===== src/rtl/spi_txn_arbiter.sv =====
`default_nettype none
// ============================================================================
// Module   : spi_txn_arbiter
// Function : Round-robin sharing of one SPI master among NREQ requesters,
//            with per-transaction timeout and one-hot acknowledge.
// Revision : 1.0
// ============================================================================
module spi_txn_arbiter #(
  parameter int NREQ    = 4,
  parameter int TIMEOUT = 255
) (
  input  logic              global_clk,
  input  logic              reset,
  input  logic [NREQ-1:0]   req,
  input  logic [8*NREQ-1:0] req_tx,
  output logic [NREQ-1:0]   ack,
  output logic [7:0]        rsp_rx,
  output logic              rsp_err,
  output logic [7:0]        m_reg,
  output logic              get_data,
  input  logic              spi_done,
  input  logic [7:0]        spi_rx,
  output logic [NREQ-1:0]   slave_sel,
  output logic              busy
);

  localparam int c_iw = (NREQ > 1) ? $clog2(NREQ) : 1;
  localparam int c_tw = $clog2(TIMEOUT + 1);
  localparam logic [c_iw-1:0] c_last_init = c_iw'(NREQ - 1);
  localparam logic [c_tw-1:0] c_tmax      = c_tw'(TIMEOUT - 1);
  localparam logic [c_tw-1:0] c_tone      = c_tw'(1);

  typedef enum logic [2:0] {
    S_IDLE  = 3'd0,
    S_SETUP = 3'd1,
    S_START = 3'd2,
    S_WAIT  = 3'd3,
    S_GAP   = 3'd4
  } state_t;

  state_t          r_state;
  logic [c_iw-1:0] r_grant;
  logic [c_iw-1:0] r_last_grant;
  logic [c_tw-1:0] r_timer;

  logic [c_iw-1:0] w_winner;
  logic [c_iw-1:0] w_cand;
  logic            w_found;
  logic [7:0]      w_tx;
  logic [NREQ-1:0] w_onehot;

  // Search starts just above the previous winner so every requester gets a turn.
  always_comb begin
    w_winner = '0;
    w_cand   = '0;
    w_found  = 1'b0;
    for (int k = 1; k <= NREQ; k++) begin
      w_cand = c_iw'((int'(r_last_grant) + k) % NREQ);
      if (!w_found && req[w_cand]) begin
        w_winner = w_cand;
        w_found  = 1'b1;
      end
    end
  end

  always_comb begin
    w_tx     = '0;
    w_onehot = '0;
    for (int k = 0; k < NREQ; k++) begin
      if (w_winner == c_iw'(k)) begin
        w_tx        = req_tx[8*k +: 8];
        w_onehot[k] = 1'b1;
      end
    end
  end

  always_ff @(posedge global_clk or negedge reset) begin
    if (!reset) begin
      r_state      <= S_IDLE;
      r_grant      <= '0;
      r_last_grant <= c_last_init;
      r_timer      <= '0;
      m_reg        <= '0;
      get_data     <= 1'b0;
      ack          <= '0;
      rsp_rx       <= '0;
      rsp_err      <= 1'b0;
      slave_sel    <= '0;
      busy         <= 1'b0;
    end else begin
      get_data <= 1'b0;
      ack      <= '0;
      case (r_state)
        S_IDLE: begin
          if (w_found) begin
            r_grant   <= w_winner;
            m_reg     <= w_tx;
            slave_sel <= w_onehot;
            busy      <= 1'b1;
            r_state   <= S_SETUP;
          end
        end
        S_SETUP: begin
          get_data <= 1'b1;
          r_state  <= S_START;
        end
        S_START: begin
          r_timer <= '0;
          r_state <= S_WAIT;
        end
        S_WAIT: begin
          // A done arriving on the last allowed cycle still counts as success.
          if (spi_done) begin
            rsp_rx  <= spi_rx;
            rsp_err <= 1'b0;
            ack     <= slave_sel;
            r_state <= S_GAP;
          end else if (r_timer == c_tmax) begin
            rsp_rx  <= 8'h00;
            rsp_err <= 1'b1;
            ack     <= slave_sel;
            r_state <= S_GAP;
          end else begin
            r_timer <= r_timer + c_tone;
          end
        end
        S_GAP: begin
          slave_sel    <= '0;
          busy         <= 1'b0;
          r_last_grant <= r_grant;
          r_state      <= S_IDLE;
        end
        default: r_state <= S_IDLE;
      endcase
    end
  end

endmodule
`default_nettype wire


===== config.mk =====
export PLATFORM = sky130hd
export DESIGN_NAME = spi_txn_arbiter
export DESIGN_NICKNAME = d
export VERILOG_FILES = /design/src/rtl/spi_txn_arbiter.sv
export SDC_FILE = /design/constraint.sdc
export NUM_CORES = 1
export LEC_CHECK = 0
export CORE_MARGIN = 3
export CORE_UTILIZATION = 40
export DETAILED_ROUTE_END_ITERATION = 8
export PLACE_DENSITY = 0.88
export SYNTH_ARGS = -nofsm -noshare
export SYNTH_HDL_FRONTEND = slang
export SYNTH_SLANG_ARGS = --single-unit

===== constraint.sdc =====
create_clock -name global_clk -period 1.89 [get_ports global_clk]
set_input_delay 0.378 -clock global_clk [delete_from_list [all_inputs] [get_ports global_clk]]
set_output_delay 0.378 -clock global_clk [all_outputs]
set_load 0.005 [all_outputs]

-- After elaboration in Yosys (flattened, before gate mapping)
Index checks and enable logic that the tools add are counted.
- add/sub/neg operators: 5
- reductions and logical operators: 16
- equality and inequality tests: 12
- mux-type cells: 43
- order comparisons: 4
- operator list (kind ; count):
    8-bit two-way mux ; 8
    1-bit two-way mux ; 16
    4-bit two-way mux ; 4
    8-bit case mux with 2 select lines ; 1
    2-bit by 3-bit < comparator with 1-bit output (second input constant) ; 4
    3-bit case mux with 4 select lines ; 1
    3-bit two-way mux ; 3
    8-bit by 1-bit adder with 8-bit output (second input constant) ; 1
    1-bit binary-select mux with 2-bit select ; 4
    8-bit == test (second input constant) ; 1
    2-bit two-way mux ; 4
    4-bit case mux with 2 select lines ; 1
    2-bit AND reduction ; 4
    3-bit by 2-bit == test with 1-bit output (second input constant) ; 2
    2-bit inequality test (second input constant) ; 3
    2-bit nonzero test ; 3
    2-bit by 1-bit adder with 2-bit output (second input constant) ; 2
    2-bit adder (second input constant) ; 2
    2-bit == test (second input constant) ; 2
    3-bit by 1-bit == test with 1-bit output (second input constant) ; 1
    3-bit == test (second input constant) ; 1
    1-bit logical AND ; 3
    1-bit zero test ; 3
    3-bit zero test ; 1
    other kinds (5) ; 5
- logic and storage cells: 91
- register bits: 42
- output and inout port bits: 27

-- Longest topological paths before layout
Gate-level depths: netlist of the first run.
- depth after elaboration: 18
- gate-level depth with buffers: 8
- mapped depth without buffers: 8

-- Least setup slack after synthesis of the first run
OpenSTA, ideal clock, no wires.
- path kind: reg-to-reg
- from: reg r_timer[0]
- to: reg r_timer[5]
- required time: 1807 ps
- slack: 123 ps
- path buffers: 0
- setup time: 83 ps
- arrival time: 1685 ps
- period minus slack after synthesis: 1767 ps
- cell stages (with the launch flop): 8
- cell sequence: dfrtp_1 inv_1 ha_1 nand3_1 o21bai_2 or4_1 or3_1 o21ai_0
- cells in the longest elaborated chain, start to end: 4
- elaborated cells on any way between the ends: 7
- classes of those cells: add/sub: 1; eq/ne: 2; mux: 3; reduce/logical: 1
- ends and longest elaborated chain (element ; line ; source):
    start, declared ; 44 ; logic [c_tw-1:0] r_timer;
    start signal, assigned ; 124 ; r_timer <= r_timer + c_tone;
    8-bit by 1-bit adder with 8-bit output ; 124 ;
    8-bit two-way mux ; 118 ; end else if (r_timer == c_tmax) begin
    8-bit two-way mux ; 113 ; if (spi_done) begin
    8-bit case mux with 2 select lines ; 93 ; case (r_state)
Parallel ways exist; a longest one is shown, timed or not. The select of a mux whose other input is x is not followed.
A chain may end at the register's enable or synchronous reset.

-- Worst setup path after layout of the first run
- from: in req[2]
- to: reg slave_sel[1]
- cells in the longest elaborated chain, start to end: 16
- elaborated cells on any way between the ends: 28
- classes of those cells: eq/ne: 2; mux: 19; reduce/logical: 7
- ends and longest elaborated chain (element ; line ; source):
    start, declared ; 14 ; input logic [NREQ-1:0] req,
    1-bit binary-select mux with 2-bit select ; 59 ; if (!w_found && req[w_cand]) begin
    1-bit two-way mux (not written as such) ; 59 ;
    1-bit two-way mux ; 59 ;
    1-bit zero test ; 59 ;
    1-bit logical AND ; 59 ;
    1-bit two-way mux ; 59 ;
    1-bit zero test ; 59 ;
    1-bit logical AND ; 59 ;
    1-bit two-way mux ; 59 ;
    1-bit zero test ; 59 ;
    1-bit logical AND ; 59 ;
    2-bit two-way mux ; 59 ;
    2-bit by 1-bit == test with 1-bit output ; 70 ; if (w_winner == c_iw'(k)) begin
    1-bit two-way mux ; 70 ;
    4-bit two-way mux ; 95 ; if (w_found) begin
    4-bit case mux with 2 select lines ; 93 ;
    end signal, assigned ; 98 ; slave_sel <= w_onehot;
    end, declared ; 23 ; output logic [NREQ-1:0] slave_sel,
Parallel ways exist; a longest one is shown, timed or not. The select of a mux whose other input is x is not followed.

==> flow_metrics.py, run 1 <==
metrics = {
    "grt": {
        "grt_pass1_vias": 1954,
        "grt_antenna_before_repair": 0,
        "busiest_layer": "met2",
        "grt_max_degree": 43,
        "grtUsageMet1": 0.220,
        "gr-total-overflow": 0,
        "met3_usage": 0.0575,
        "grtUsageMet2": 0.302,
        "track_usage": 0.184,
        "grt_pass1_wl_mm": 8.82,
    },
    "floorplanning": {
        "core_um2": 4820,
        "die_area_um2": 5970,
        "core.rowCount": 25,
        "die_w_um": 77.3,
        "boundaryPins": 74,
        "initial_core_util": 0.422,
        "die_h_um": 77.3,
    },
    "power": {
        "ir_worst_vdd_uv": 695,
        "p_leak_nw": 1.36,
        "total_power_mw": 4.03,
        "power_density_nw_per_um2": 1330,
    },
    "routing": {
        "ant_nets": 0,
        "viasPerCell": 5.25,
        "routedWlPerCell_um": 14.7,
        "drt_iter0_drc": 87,
        "drc": 0,
        "wirelength_mm": 5.07,
        "vias": 1806,
        "first_pass_iters": 4,
    },
    "hold_path": {
        "worstHoldPathType": "in -> async",
    },
    "logic_synthesis": {
        "synthDominantCellAreaShare": 0.493,
        "synth.cell_area_um2": 2030,
        "synthCells": 191,
        "synth_area_leader_cell": "dfrtp_1",
        "ys_async_sr_fraction": 1.00,
        "syn_nets": 240,
        "synth-edff-count": 0,
        "synth_seq_cells": 42,
        "yosysSeqAreaShare": 0.519,
        "synth_area_leaders": "dfrtp_1 (49%), mux2i_1 (8.4%), nand2_1 (4.4%)",
        "avgSynthCellArea_um2": 10.6,
        "synth.distinct_cells": 42,
        "ys_warn_count": 0,
        "ys.flop_type": "dfrtp_1",
    },
    "placed_design": {
        "dp_hpwl_mm": 3.80,
        "post-place-ws_ps": -287,
        "gp_congestion": 0.857,
        "port_buffers": 73,
        "post_dp_cell_area_um2": 2920,
        "dp.cells": 336,
    },
    "setup_path": {
        "ff2ff_path_depth": 6,
        "critical_path_buf_inv_count": 3,
        "reg2reg_setup_slack_ps": 150,
        "arrival_ps": 1980,
        "r2r-end": "r_timer[5]",
        "crit_required_ps": 2060,
        "cp_common_cell": "buf_4",
        "critPathCaptureType": "register",
        "rr_startpoint": "r_timer[1]",
        "cp-start-kind": "primary input",
        "crit_chain": "clkdlybuf4s50_1, nor4_1, or4_4, buf_4, buf_4, nand3_1, o21ai_0",
        "cp_slowest_cell": "clkdlybuf4s50_1",
        "max_stage_delay_ps": 530,
        "path_max_fanout": 9,
        "path_delay_family": "buffers and inverters",
        "crit_type": "in -> reg",
    },
    "finish": {
        "finalNetCount": 325,
        "drive_gt1_frac": 0.123,
        "postLayoutCellArea_um2": 3030,
        "insertedDiodeCount": 0,
        "n_fill_cell": 415,
        "finalNonFillerCells": 344,
        "syn2layout_area_growth_pct": 49.0,
    },
    "timing": {
        "whs_ps": 138,
        "hold_viol": 0,
        "worst_slack_ps": 79.5,
        "period_share": 0.958,
        "setup_viol": 0,
        "slew_headroom": 0.656,
        "fmax_mhz": 552,
        "min_period_ps": 1810,
        "report.final.slew_viol_count": 0,
        "rsz0062_at_grt": "no",
        "worst_pin_slew_ps": 516,
        "finalClockSkew_ps": 6.03,
    },
    "clock_network": {
        "clkTransAtPathRegs_ps": 80,
        "cts.sinks": 42,
        "cts_root_buffer": "clkbuf_8",
        "insertion_delay_ps": 300,
        "clk_path_buf_depth": 2,
        "ctsHtreeMaxLevel": 2,
        "cts_buffers": 5,
        "cts_tree": "yes",
        "postCtsHoldBufs": 0,
        "post_cts_buffers": 0,
    },
    "flow_run": {
        "drv_cap": 0,
    },
    "outcome": {
        "outcome": "finished clean",
    },
}
-- cell usage in the layout, fill, tap and decap left out, types with 8 or more instances in the layout --
cell type / n
clkdlybuf4s50_1: 69
dfrtp_1: 39
nand2_1: 24
mux2i_1: 17
o21ai_0: 12
buf_4: 12
a22o_1: 10
o221ai_1: 9
inv_1: 8
nor2_1: 8
-- synth_stat cells, drive strengths merged (2+ instances only) --
cell type,n
dfrtp,40
nand2,24
mux2i,17
o21ai,12
a22o,10
o221ai,9
buf,8
inv,8
nand3,8
nor2,8
nand2b,7
and2,4
a21oi,3
nor4,3
a21o,2
dfstp,2
ha,2
mux2,2
o31ai,2
or4,2
-- final cells by class --
cell class                      count  area [um2]  share of cell area
Clock inverter                      2        12.5             0.00413
Timing Repair Buffer               87         863               0.285
Inverter                            8        30.0             0.00992
Multi-Input combinational cell    132         900               0.297
Clock buffer                        6        82.6              0.0273
Sequential cell                    42        1050               0.348
Tap cell                           67        83.8              0.0277
-- metal layers --
| metal | part of all wire | vias to the layer above |
|---|---|---|
| met5 | 0 | - |
| met4 | 0.019 | 0 |
| met3 | 0.079 | 12 |
| met2 | 0.48 | 75 |
| met1 | 0.42 | 851 |
| li1 | - | 868 |
-- how the worst max path moves through the flow --
stage | end | from | slack (ps) | depth (start not counted)
after floorplan | r_timer[5] | r_timer[0] | 120 | 7
after global placement | m_reg[5] | req[1] | -200 | 7
after detailed placement | m_reg[5] | req[2] | -290 | 6
after CTS | m_reg[0] | req[2] | 40 | 6
after global routing | m_reg[5] | req[2] | 10 | 6
final | slave_sel[1] | req[2] | 80 | 7
-- report_power, final --
group | internal, mW | total [mW] | switching [mW] | leakage, nW
combinational | 1.11 | 1.93 | 0.822 | 0.783
sequential | 1.25 | 1.49 | 0.239 | 0.530
clock | 0.294 | 0.610 | 0.316 | 0.0472
-- stage by stage --
step | TNS [ps] | utilization
floorplan | 0 | -
global placement | -2130 | 0.605
detailed placement | -3260 | 0.605
CTS | 0 | 0.625
global route | 0 | 0.628
finish | 0 | 0.628
-- worst register-to-register path: cells and delay by family (launching register included) --
family | cells | cell delay, ps
AO/OA/AOI/OAI | 2 | 130
adder cells (fa/ha/maj) | 1 | 200
flip-flops | 1 | 440
AND/OR/NAND/NOR | 3 | 880
-- kinds of logic after synthesis --
logic type | share of synthesized area
adders and majority gates | 0.0123
AOI/OAI and AO/OA | 0.176
and+or+nand+nor | 0.156
muxes | 0.0949
DFF | 0.519
buffers and inverters | 0.0419
-- what timing repair did --
| item | in CTS | in global routing |
|---|---|---|
| gates resized for setup | 0 | 6 |
| hold endpoints to repair | 0 | 0 |
| setup endpoints to repair | 0 | 10 |
Note: power is estimated with default switching activity, not from simulation.
==> run 2, diff against run 1 <==
--- a/config.mk
+++ b/config.mk
@@ -6,9 +6,9 @@
 export NUM_CORES = 1
 export LEC_CHECK = 0
 export CORE_MARGIN = 3
-export CORE_UTILIZATION = 40
+export CORE_UTILIZATION = 45
 export DETAILED_ROUTE_END_ITERATION = 8
-export PLACE_DENSITY = 0.88
+export PLACE_DENSITY = 0.81
 export SYNTH_ARGS = -nofsm -noshare
 export SYNTH_HDL_FRONTEND = slang
 export SYNTH_SLANG_ARGS = --single-unit
==> constraint.sdc (replaced) <==
create_clock -name global_clk -period 2.2 [get_ports global_clk]
set_input_delay 0.44 -clock global_clk [delete_from_list [all_inputs] [get_ports global_clk]]
set_output_delay 0.44 -clock global_clk [all_outputs]
set_load 0.005 [all_outputs]
==> flow_metrics.py, run 2 (same netlist as run 1, synthesis figures left out) <==
metrics = {
    "floorplanning": {
        "initial_core_util": 0.487,
        "boundaryPins": 74,
        "die_h_um": 73.2,
        "core_um2": 4170,
        "die_area_um2": 5350,
        "core.rowCount": 23,
        "die_w_um": 73.2,
    },
    "timing": {
        "fmax_mhz": 523,
        "period_share": 0.869,
        "slew_headroom": 0.452,
        "finalClockSkew_ps": 6.92,
        "whs_ps": 237,
        "rsz0062_at_grt": "no",
        "hold_viol": 0,
        "setup_viol": 0,
        "worst_slack_ps": 287,
        "report.final.slew_viol_count": 0,
        "min_period_ps": 1910,
        "worst_pin_slew_ps": 822,
    },
    "grt": {
        "grt_antenna_before_repair": 0,
        "grt_max_degree": 39,
        "grt_pass1_wl_mm": 8.40,
        "grt_pass1_vias": 1816,
        "track_usage": 0.203,
        "gr-total-overflow": 0,
    },
    "finish": {
        "layout_common_cells": "clkdlybuf4s50_1 (72), dfrtp_1 (40), nand2_1 (24)",
        "final_common_cell": "clkdlybuf4s50_1",
        "finalNonFillerCells": 322,
        "drive_gt1_frac": 0.0956,
        "insertedDiodeCount": 0,
        "finalNetCount": 320,
        "postLayoutCellArea_um2": 2990,
        "syn2layout_area_growth_pct": 47.1,
    },
    "power": {
        "ir_worst_vdd_uv": 723,
        "power_density_nw_per_um2": 1210,
        "p_leak_nw": 1.33,
        "total_power_mw": 3.61,
    },
    "clock_network": {
        "insertion_delay_ps": 300,
        "ctsHtreeMaxLevel": 2,
        "post_cts_buffers": 0,
        "cts_resized": 0,
        "clk_path_buf_depth": 2,
        "postCtsHoldBufs": 0,
        "cts.sinks": 42,
        "cts_buffers": 5,
        "cts_tree": "yes",
        "clkTransAtPathRegs_ps": 80,
        "cts_root_buffer": "clkbuf_8",
    },
    "hold_path": {
        "worstHoldPathType": "in -> async",
    },
    "setup_path": {
        "crit_type": "in -> reg",
        "arrival_ps": 2080,
        "critPathCaptureType": "register",
        "rr_startpoint": "r_timer[0]",
        "path_max_fanout": 20,
        "critPathLaunch": "req[0]",
        "crit_required_ps": 2370,
        "cp-start-kind": "primary input",
    },
    "routing": {
        "drc": 0,
        "drt_iter0_drc": 141,
        "viasPerCell": 5.43,
        "first_pass_iters": 4,
        "vias": 1750,
        "ant_nets": 0,
        "wirelength_mm": 4.92,
        "routedWlPerCell_um": 15.3,
    },
    "placed_design": {
        "port_buffers": 73,
        "dp_hpwl_mm": 3.58,
        "post_dp_cell_area_um2": 2840,
        "post-place-ws_ps": -48.2,
        "gp_congestion": 0.786,
        "dp.cells": 314,
    },
    "outcome": {
        "outcome": "finished clean",
    },
    "flow_run": {
        "drv_cap": 0,
    },
}
==> run 2: cell type report <==
type / instances / area [um2]
Multi-Input combinational cell: 132 / 892
Tap cell: 50 / 62.6
Inverter: 8 / 30.0
Clock buffer: 6 / 82.6
Clock inverter: 2 / 60.1
Timing Repair Buffer: 82 / 806
Fill cell: 318 / 1190
Sequential cell: 42 / 1050
==> run 2: power by group <==
part | total, mW | switching [mW] | internal (mW)
clock network | 0.751 | 0.267 | 0.484
registers | 1.29 | 0.212 | 1.08
logic | 1.57 | 0.681 | 0.887
==> run 2: critical path: stages <==
cell and delay [ps]:
clkdlybuf4s50_1 470, o211ai_1 190, o21ai_0 110, a311o_1 370, buf_12 180, mux2i_1 180, o221ai_1 130
==> run 2: worst paths after layout <==
check	endpoint	slack, ps	cells after the start
setup / recovery	m_reg[0]	290	7
hold / removal	rsp_rx[2]	240	1
setup reg to reg	r_timer[5]	380	7
hold reg to reg	r_grant[0]	490	2
min in group global_clk	r_grant[0]	490	2
max in group asynchronous	r_grant[0]	1370	2
==> run 2: metrics by stage <==
stage                      util  setup TNS, ps
after floorplan               -              0
after detailed placement  0.682           -103
after global placement    0.682              0
after global routing      0.716              0
final                     0.716              0
after CTS                 0.716              0
==> run 2: layer usage <==
layer	GRT usage	vias up	wire [um]
met2	0.332	70	2280
li1	-	856	-
met4	0.0574	0	46
met5	0	-	0
met1	0.248	817	2120
met3	0.0785	7	475
